## config.mk

```make
export PLATFORM = sky130hd
export DESIGN_NAME = my_pe_seq
export DESIGN_NICKNAME = d
export VERILOG_FILES = /design/src/rtl/my_pe_seq.sv
export SDC_FILE = /design/constraint.sdc
export NUM_CORES = 2
export LEC_CHECK = 0
export ABC_AREA = 1
export BUFFER_PORTS_ARGS = -buffer_cell sky130_fd_sc_hd__buf_2
export CAP_MARGIN = 25
export CELL_PAD_IN_SITES_DETAIL_PLACEMENT = 1
export CELL_PAD_IN_SITES_GLOBAL_PLACEMENT = 1
export CORE_UTILIZATION = 53
export CTS_CLUSTER_SIZE = 14
export DETAILED_ROUTE_END_ITERATION = 10
export PLACE_DENSITY = 0.95
export SYNTH_ARGS = -nofsm -noshare
export SYNTH_HDL_FRONTEND = slang
export SYNTH_HIERARCHICAL = 1
export SYNTH_SLANG_ARGS = --single-unit
```

## constraint.sdc

```tcl
create_clock -name aclk -period 29.8 [get_ports aclk]
set_clock_uncertainty 0.1 [all_clocks]
set_input_delay 2.98 -clock aclk [delete_from_list [all_inputs] [get_ports aclk]]
set_output_delay 2.98 -clock aclk [all_outputs]
set_load 0.02 [all_outputs]
```

## src/rtl/my_pe_seq.sv

```systemverilog
// rtl/my_pe_seq.sv - sequenced FP32 dot-product PE with local weight RAM and serial FMA
//
// floating_point_MAC : fused a*b+c on IEEE-754 single (normal numbers, zero flush,
//                      truncating), LATENCY pipeline stages plus an output register.
//   aclk, aresetn                       clock, synchronous active-low reset
//   s_axis_{a,b,c}_tvalid/tdata         operand beat (all three valid together)
//   m_axis_result_tvalid/tdata          result beat, LATENCY+1 cycles after the input beat
//
// my_pe_seq : weight RAM (2**L_RAM_SIZE x 32) + FSM driving one MAC op at a time.
//   aclk, areset                        clock, asynchronous active-high reset
//   wr_en/wr_addr/wr_data, wr_err       weight write port (IDLE only), drop pulse
//   start/len, cmd_err                  command (len 0..2**L_RAM_SIZE), reject pulse
//   ain_valid/ain_ready/ain             activation stream
//   busy                                high outside IDLE
//   dout_valid/dout_ready/dout          held result

module floating_point_MAC #(
  parameter int LATENCY = 3
) (
  input  logic        aclk,
  input  logic        aresetn,
  input  logic        s_axis_a_tvalid,
  input  logic [31:0] s_axis_a_tdata,
  input  logic        s_axis_b_tvalid,
  input  logic [31:0] s_axis_b_tdata,
  input  logic        s_axis_c_tvalid,
  input  logic [31:0] s_axis_c_tdata,
  output logic        m_axis_result_tvalid,
  output logic [31:0] m_axis_result_tdata
);
  logic               w_sp, w_sc, w_sbig, w_ssmall, w_sr, w_pzero, w_czero;
  logic [23:0]        w_ma, w_mb, w_mc;
  logic [47:0]        w_mp;
  logic signed [11:0] w_ep, w_ec, w_ebig, w_er;
  logic [11:0]        w_diff;
  logic [49:0]        w_xp, w_xc, w_big, w_small, w_small_al, w_sum, w_norm;
  logic [5:0]         w_p;
  logic [31:0]        w_res;
  logic [LATENCY:0]   r_vld;
  logic [31:0]        r_dat [0:LATENCY];

  always_comb begin
    w_ma    = {1'b1, s_axis_a_tdata[22:0]};
    w_mb    = {1'b1, s_axis_b_tdata[22:0]};
    w_mc    = {1'b1, s_axis_c_tdata[22:0]};
    w_pzero = (s_axis_a_tdata[30:23] == 8'd0) || (s_axis_b_tdata[30:23] == 8'd0);
    w_czero = (s_axis_c_tdata[30:23] == 8'd0);
    w_mp    = w_ma * w_mb;
    w_sp    = s_axis_a_tdata[31] ^ s_axis_b_tdata[31];
    w_sc    = s_axis_c_tdata[31];
    // Product and addend share one frame: value = x * 2**(e - 127 - 46).
    // A zero operand gets a tiny exponent so it never becomes the alignment reference.
    w_ep = w_pzero ? -12'sd512 : $signed({4'b0, s_axis_a_tdata[30:23]})
                                 + $signed({4'b0, s_axis_b_tdata[30:23]}) - 12'sd127;
    w_ec = w_czero ? -12'sd512 : $signed({4'b0, s_axis_c_tdata[30:23]});
    w_xp = w_pzero ? '0 : {2'b0, w_mp};
    w_xc = w_czero ? '0 : {3'b0, w_mc, 23'b0};
    if (w_ep >= w_ec) begin
      w_big = w_xp; w_sbig = w_sp; w_ebig = w_ep; w_small = w_xc; w_ssmall = w_sc;
      w_diff = w_ep - w_ec;
    end else begin
      w_big = w_xc; w_sbig = w_sc; w_ebig = w_ec; w_small = w_xp; w_ssmall = w_sp;
      w_diff = w_ec - w_ep;
    end
    w_small_al = (w_diff >= 12'd50) ? '0 : (w_small >> w_diff[5:0]);
    if (w_sbig == w_ssmall) begin
      w_sum = w_big + w_small_al; w_sr = w_sbig;
    end else if (w_big >= w_small_al) begin
      w_sum = w_big - w_small_al; w_sr = w_sbig;
    end else begin
      w_sum = w_small_al - w_big; w_sr = w_ssmall;
    end
    w_p = 6'd0;
    for (int i = 0; i < 50; i++) begin
      if (w_sum[i]) w_p = 6'(i);
    end
    w_norm = w_sum << (6'd49 - w_p);
    w_er   = w_ebig + $signed({6'b0, w_p}) - 12'sd46;
    if (w_sum == '0 || w_er <= 12'sd0) w_res = 32'h0000_0000;
    else if (w_er >= 12'sd255)        w_res = {w_sr, 8'hFF, 23'b0};
    else                              w_res = {w_sr, w_er[7:0], 23'(w_norm >> 26)};
  end

  always_ff @(posedge aclk) begin
    if (!aresetn) r_vld <= '0;
    else          r_vld <= {r_vld[LATENCY-1:0], s_axis_a_tvalid & s_axis_b_tvalid & s_axis_c_tvalid};
    r_dat[0] <= w_res;
    for (int k = 1; k <= LATENCY; k++) r_dat[k] <= r_dat[k-1];
  end

  assign m_axis_result_tvalid = r_vld[LATENCY];
  assign m_axis_result_tdata  = r_dat[LATENCY];
endmodule

module my_pe_seq #(
  parameter int L_RAM_SIZE = 4,
  parameter int DATA_W     = 32
) (
  input  logic                  aclk,
  input  logic                  areset,
  input  logic                  wr_en,
  input  logic [L_RAM_SIZE-1:0] wr_addr,
  input  logic [DATA_W-1:0]     wr_data,
  output logic                  wr_err,
  input  logic                  start,
  input  logic [L_RAM_SIZE:0]   len,
  output logic                  cmd_err,
  input  logic                  ain_valid,
  output logic                  ain_ready,
  input  logic [DATA_W-1:0]     ain,
  output logic                  busy,
  output logic                  dout_valid,
  input  logic                  dout_ready,
  output logic [DATA_W-1:0]     dout
);
  if (DATA_W != 32) begin : g_bad_width
    $error("my_pe_seq: DATA_W must be 32 for the FP MAC");
  end

  localparam int DEPTH = 2 ** L_RAM_SIZE;
  localparam logic [L_RAM_SIZE:0] MAX_LEN = {1'b1, {L_RAM_SIZE{1'b0}}};

  typedef enum logic [2:0] {S_IDLE, S_FETCH, S_WAIT_A, S_ISSUE, S_WAIT_M, S_DONE} state_t;

  state_t              r_state, w_next;
  logic [DATA_W-1:0]   r_ram [0:DEPTH-1];
  logic [L_RAM_SIZE:0] r_idx, r_len, w_idx_inc;
  logic [DATA_W-1:0]   r_psum, r_bin, r_a;
  logic                r_wr_err, r_cmd_err, w_issue, w_res_vld;
  logic [31:0]         w_res_data;

  assign w_idx_inc = r_idx + 1'b1;

  always_comb begin
    w_next     = r_state;
    busy       = (r_state != S_IDLE);
    ain_ready  = 1'b0;
    dout_valid = 1'b0;
    dout       = '0;
    w_issue    = 1'b0;
    case (r_state)
      S_IDLE: begin
        if (start && len == '0)          w_next = S_DONE;
        else if (start && len <= MAX_LEN) w_next = S_FETCH;
      end
      S_FETCH: w_next = S_WAIT_A;
      S_WAIT_A: begin
        ain_ready = 1'b1;
        if (ain_valid) w_next = S_ISSUE;
      end
      S_ISSUE: begin
        w_issue = 1'b1;
        w_next  = S_WAIT_M;
      end
      S_WAIT_M: begin
        if (w_res_vld) w_next = (w_idx_inc == r_len) ? S_DONE : S_FETCH;
      end
      S_DONE: begin
        dout_valid = 1'b1;
        dout       = r_psum;
        if (dout_ready) w_next = S_IDLE;
      end
      default: w_next = S_IDLE;
    endcase
  end

  // Weight RAM has no reset; writes land only while the PE is idle.
  always_ff @(posedge aclk) begin
    if (wr_en && r_state == S_IDLE) r_ram[wr_addr] <= wr_data;
  end

  always_ff @(posedge aclk or posedge areset) begin
    if (areset) begin
      r_state   <= S_IDLE;
      r_idx     <= '0;
      r_len     <= '0;
      r_psum    <= '0;
      r_bin     <= '0;
      r_a       <= '0;
      r_wr_err  <= 1'b0;
      r_cmd_err <= 1'b0;
    end else begin
      r_state   <= w_next;
      r_wr_err  <= wr_en && (r_state != S_IDLE);
      r_cmd_err <= start && ((r_state != S_IDLE) || (len > MAX_LEN));
      case (r_state)
        S_IDLE: if (start && len <= MAX_LEN) begin
          r_idx  <= '0;
          r_len  <= len;
          r_psum <= '0;
        end
        S_FETCH:  r_bin <= r_ram[r_idx[L_RAM_SIZE-1:0]];
        S_WAIT_A: if (ain_valid) r_a <= ain;
        S_WAIT_M: if (w_res_vld) begin
          r_psum <= w_res_data;
          r_idx  <= w_idx_inc;
        end
        default: ;
      endcase
    end
  end

  assign wr_err  = r_wr_err;
  assign cmd_err = r_cmd_err;

  // Only one op is ever in flight, so c=psum never races an older result.
  floating_point_MAC #(.LATENCY(3)) u_mac (
    .aclk                 (aclk),
    .aresetn              (~areset),
    .s_axis_a_tvalid      (w_issue),
    .s_axis_a_tdata       (r_a),
    .s_axis_b_tvalid      (w_issue),
    .s_axis_b_tdata       (r_bin),
    .s_axis_c_tvalid      (w_issue),
    .s_axis_c_tdata       (r_psum),
    .m_axis_result_tvalid (w_res_vld),
    .m_axis_result_tdata  (w_res_data)
  );
endmodule

```

==> results of run 1 <==
[metrics by stage]
step	setup slack, ns	utilization (%)
floorplan	14.21	-
global placement	9.56	54.9
detailed placement	8.37	54.9
CTS	7.11	57.2
[cells by family after synthesis]
kind of cell    Yosys count  synth area share [%]
xor+xnor                 73                  1.05
buf+inv                1916                  11.8
fa+ha+maj               856                  22.4
mux                      56                 0.936
simple gates           3432                  21.9
compound gates         1120                  9.59
flops                   755                  32.3
[metal layers]
layer  track usage, %  GRT overflow
met5             23.2             1
met2             85.2            65
met4             65.8            64
met3             47.7            10
met1             68.1             0
==> impl_metrics.py, run 1 <==
metrics = {
    "yosys": {
        "yosys_warnings": 6,
        "synth_async_sr_flop_share_pct": 14.7,
        "netlist_top_cells_count": "nand2_1, inv_1, nor2_1",
        "synthFlopType": "edfxtp_1",
        "synth.distinct_cells": 73,
        "synth_edf_count": 512,
        "synthTopCellsByArea": "edfxtp_1, fa_1, nand2_1, inv_1, ha_1",
        "synth-seq-cells": 755,
        "post_synth.cell_area_avg_um2": 7.83,
        "yosys.area.top_type": "edfxtp_1",
        "synth-seq-area-share_pct": 32.3,
        "syn-num-nets": 9143,
        "yosysMostFrequentCell": "nand2_1",
        "synth_top_cell_area_share_pct": 23.9,
        "syn_inst": 8208,
        "synth_area_mm2": 0.0643,
    },
    "cts": {
        "post_cts_buffers": 0,
        "cts_hold_buf": 0,
        "cts-root-buf": "clkbuf_16",
        "post_cts_resized": 0,
        "clk_path_buf_depth": 3,
        "cts.sinks": 755,
        "h-tree-depth": 3,
        "cts_buffers": 79,
    },
    "floorplanning": {
        "die_x_um": 350,
        "die_h_um": 350,
        "ios": 116,
        "row_count": 127,
        "start_util_pct": 53.5,
    },
    "global_route": {
        "antenna_found_initial": 65,
        "grtUsageTotal_pct": 66.9,
        "overflow": 140,
        "grt_max_degree": 173,
    },
    "run_status": {
        "stop_error": "[ERROR GRT-0232] Routing congestion too high. Check the congestion heatmap in the GUI.",
        "failed_stage": "global routing (5_1_grt)",
        "status": "did not finish",
    },
    "place": {
        "place_hpwl_um": 200000,
        "dpl_cell_area_mm2": 0.0660,
        "dp_cells": 9628,
        "portBuffers": 115,
        "gp_congestion": 1.02,
    },
}
==> run 2, diff against run 1 <==
Settings changed: CELL_PAD_IN_SITES_DETAIL_PLACEMENT 1 to not set, CELL_PAD_IN_SITES_GLOBAL_PLACEMENT 1 to not set, CORE_UTILIZATION 53 to 39, CTS_CLUSTER_SIZE 14 to not set, PLACE_DENSITY 0.95 to not set, PLACE_DENSITY_LB_ADDON set to 0.15.
==> impl_metrics.py, run 2 <==
metrics = {
    "worst_setup_path": {
        "r2r_slack_ns": 8.66,
        "cp_slowest_cell": "dfrtp_1",
        "arrival_ns": 21.61,
        "critPathKind": "register to register",
        "path_common_cell": "inv_1",
        "crit_path_max_fanout": 50,
        "start_kind": "register",
        "cp_data_required_time_ns": 30.27,
        "critPathMaxStageDelay_ns": 0.92,
        "setup.worst_path.end_class": "register",
    },
    "timing": {
        "tightest_slew_ns": 1.08,
        "hold_ws_ns": 0.188,
        "period_share_pct": 71.0,
        "clock.fmax_mhz": 47.3,
        "hold_viol_final": 0,
        "drv_slew": 0,
        "grt_setup_unrepaired": "false",
        "finalSetupViolCount": 0,
        "layout_setup_ws_ns": 8.66,
        "period_minus_slack_ns": 21.14,
        "tns_ns": 0,
        "max_slew_margin_pct": 27.8,
    },
    "place": {
        "place_hpwl_um": 163000,
        "portBuffers": 115,
        "place_ws_ns": 9.02,
        "gp_congestion": 1.01,
    },
    "yosys": {
        "synthFlopType": "edfxtp_1",
        "yosys_warnings": 6,
        "post_synth.cell_area_avg_um2": 7.83,
        "synth_async_sr_flop_share_pct": 14.7,
        "synth-seq-area-share_pct": 32.3,
        "syn-num-nets": 9143,
        "synth-seq-cells": 755,
        "synth.distinct_cells": 73,
        "synth_edf_count": 512,
        "synthTopCellsByArea": "edfxtp_1, fa_1, nand2_1, inv_1, ha_1",
        "syn_inst": 8208,
        "synth_top_cell_area_share_pct": 23.9,
        "yosysMostFrequentCell": "nand2_1",
        "synth_area_mm2": 0.0643,
        "yosys.area.top_type": "edfxtp_1",
        "netlist_top_cells_count": "nand2_1, inv_1, nor2_1",
    },
    "worst_hold_path": {
        "hold_class": "register to register",
    },
    "run_status": {
        "status": "finished clean",
    },
    "route": {
        "drtAntennaViolNets": 0,
        "first_pass_iters": 6,
        "first_iter_violations": 4980,
        "viasPerCell": 5.18,
        "wl_um": 222000,
        "wl_per_cell_um": 21.4,
        "dr_total_vias": 53671,
        "drc": 0,
    },
    "layout": {
        "areaGrowthSynthToFinish_pct": 8.14,
        "final_common_cell": "nand2_1",
        "final_cell_mix": "nand2_1, inv_1, nor2_1",
        "regMostFlops": "r_ram",
        "fin_nets": 9046,
        "n_fill_cell": 16515,
        "biggestRegsByFlops": "r_ram x512, u_mac/r_dat x128",
        "largest_reg_flops": 512,
        "drive_gt1_share_pct": 6.27,
    },
    "floorplanning": {
        "dieArea_mm2": 0.166,
        "die_h_um": 408,
        "coreArea_mm2": 0.163,
        "ios": 116,
        "row_count": 148,
        "die_x_um": 408,
        "start_util_pct": 39.4,
    },
    "cts": {
        "cts_buffers": 79,
        "cts-root-buf": "clkbuf_16",
        "clock_latency_ns": 0.68,
        "cts_tree": "done",
        "clkTransAtPathRegs_ns": 0.06,
        "post_cts_buffers": 0,
        "clk_path_buf_depth": 3,
        "post_cts_resized": 0,
        "cts_hold_buf": 0,
        "cts.sinks": 755,
        "h-tree-depth": 3,
    },
    "flow_run": {
        "maxCapViolations": 0,
    },
    "global_route": {
        "overflow": 0,
        "grt_max_degree": 142,
        "grtUsageTotal_pct": 26.5,
        "grt_pass1_vias": 53439,
        "antenna_found_initial": 8,
        "grt_pass1_wl_um": 335000,
    },
}
-- run 2: cell counts after synthesis --
No cell type changed its count.
-- run 2: worst max-delay path, delay by kind of cell, from the launching register on --
kind	cells	cell delay, ns
compound gates	25	5.78
fa+ha+maj	12	5.25
simple gates	36	5.09
buf+inv	25	3.48
flops	1	0.92
xor+xnor	1	0.18
-- run 2: stage by stage --
step	instance area, µm²	std cells	util, %
after floorplan	64300	8208	-
after global placement	66700	10197	40.9
after detailed placement	66800	10205	40.9
after CTS	69500	10352	42.6
after global routing	69500	10352	42.6
final	69500	10353	42.6
-- run 2: logic make-up (layout without fill, tap and decap cells) --
logic type                 after synthesis  after routing  share of synthesized area, %
AOI/OAI and AO/OA                     1120           1120                          9.59
xor gates and xnor gates                73             73                          1.05
adders and majority gates              856            856                          22.4
buffers and inverters                 1916           1885                          11.8
DFF                                    755            755                          32.3
muxes                                   56             56                         0.936
other                                    0              1                             0
and+or+nand+nor                       3432           3432                          21.9
-- run 2: area by class of cell --
type / instances / area, µm² / share of cell area, %
Timing Repair Buffer: 224 / 1440 / 2.07
Tap cell: 2175 / 2720 / 3.91
Multi-Input combinational cell: 5537 / 36100 / 51.9
Clock buffer: 101 / 2110 / 3.04
Sequential cell: 755 / 20800 / 29.9
Clock inverter: 46 / 629 / 0.905
Antenna cell: 1 / 2.50 / 0.00360
Inverter: 1514 / 5710 / 8.21
-- run 2: path summary, 6_finish.rpt --
kind | from | end | cells after the start
min reg2reg | u_mac/r_dat[1][19] | u_mac/r_dat[2][19] | 0
max | r_bin[1] | u_mac/r_dat[0][9] | 99
min in group asynchronous | areset | r_a[18] | 2
max in group asynchronous | areset | r_idx[0] | 3
min | u_mac/r_dat[1][19] | u_mac/r_dat[2][19] | 0
max reg2reg | r_bin[1] | u_mac/r_dat[0][9] | 99
-- run 2: metal layers --
layer | routed length, µm | vias to the layer above | global-route usage (%)
li1 | - | 25574 | -
met1 | 97100 | 26135 | 35.6
met2 | 105000 | 1657 | 44.6
met3 | 12600 | 297 | 3.01
met4 | 7140 | 8 | 7.89
met5 | 47 | - | 0
Power of run 2 is not shown: default switching activity piles up to over one toggle a cycle in this logic, so the estimate is an artifact.
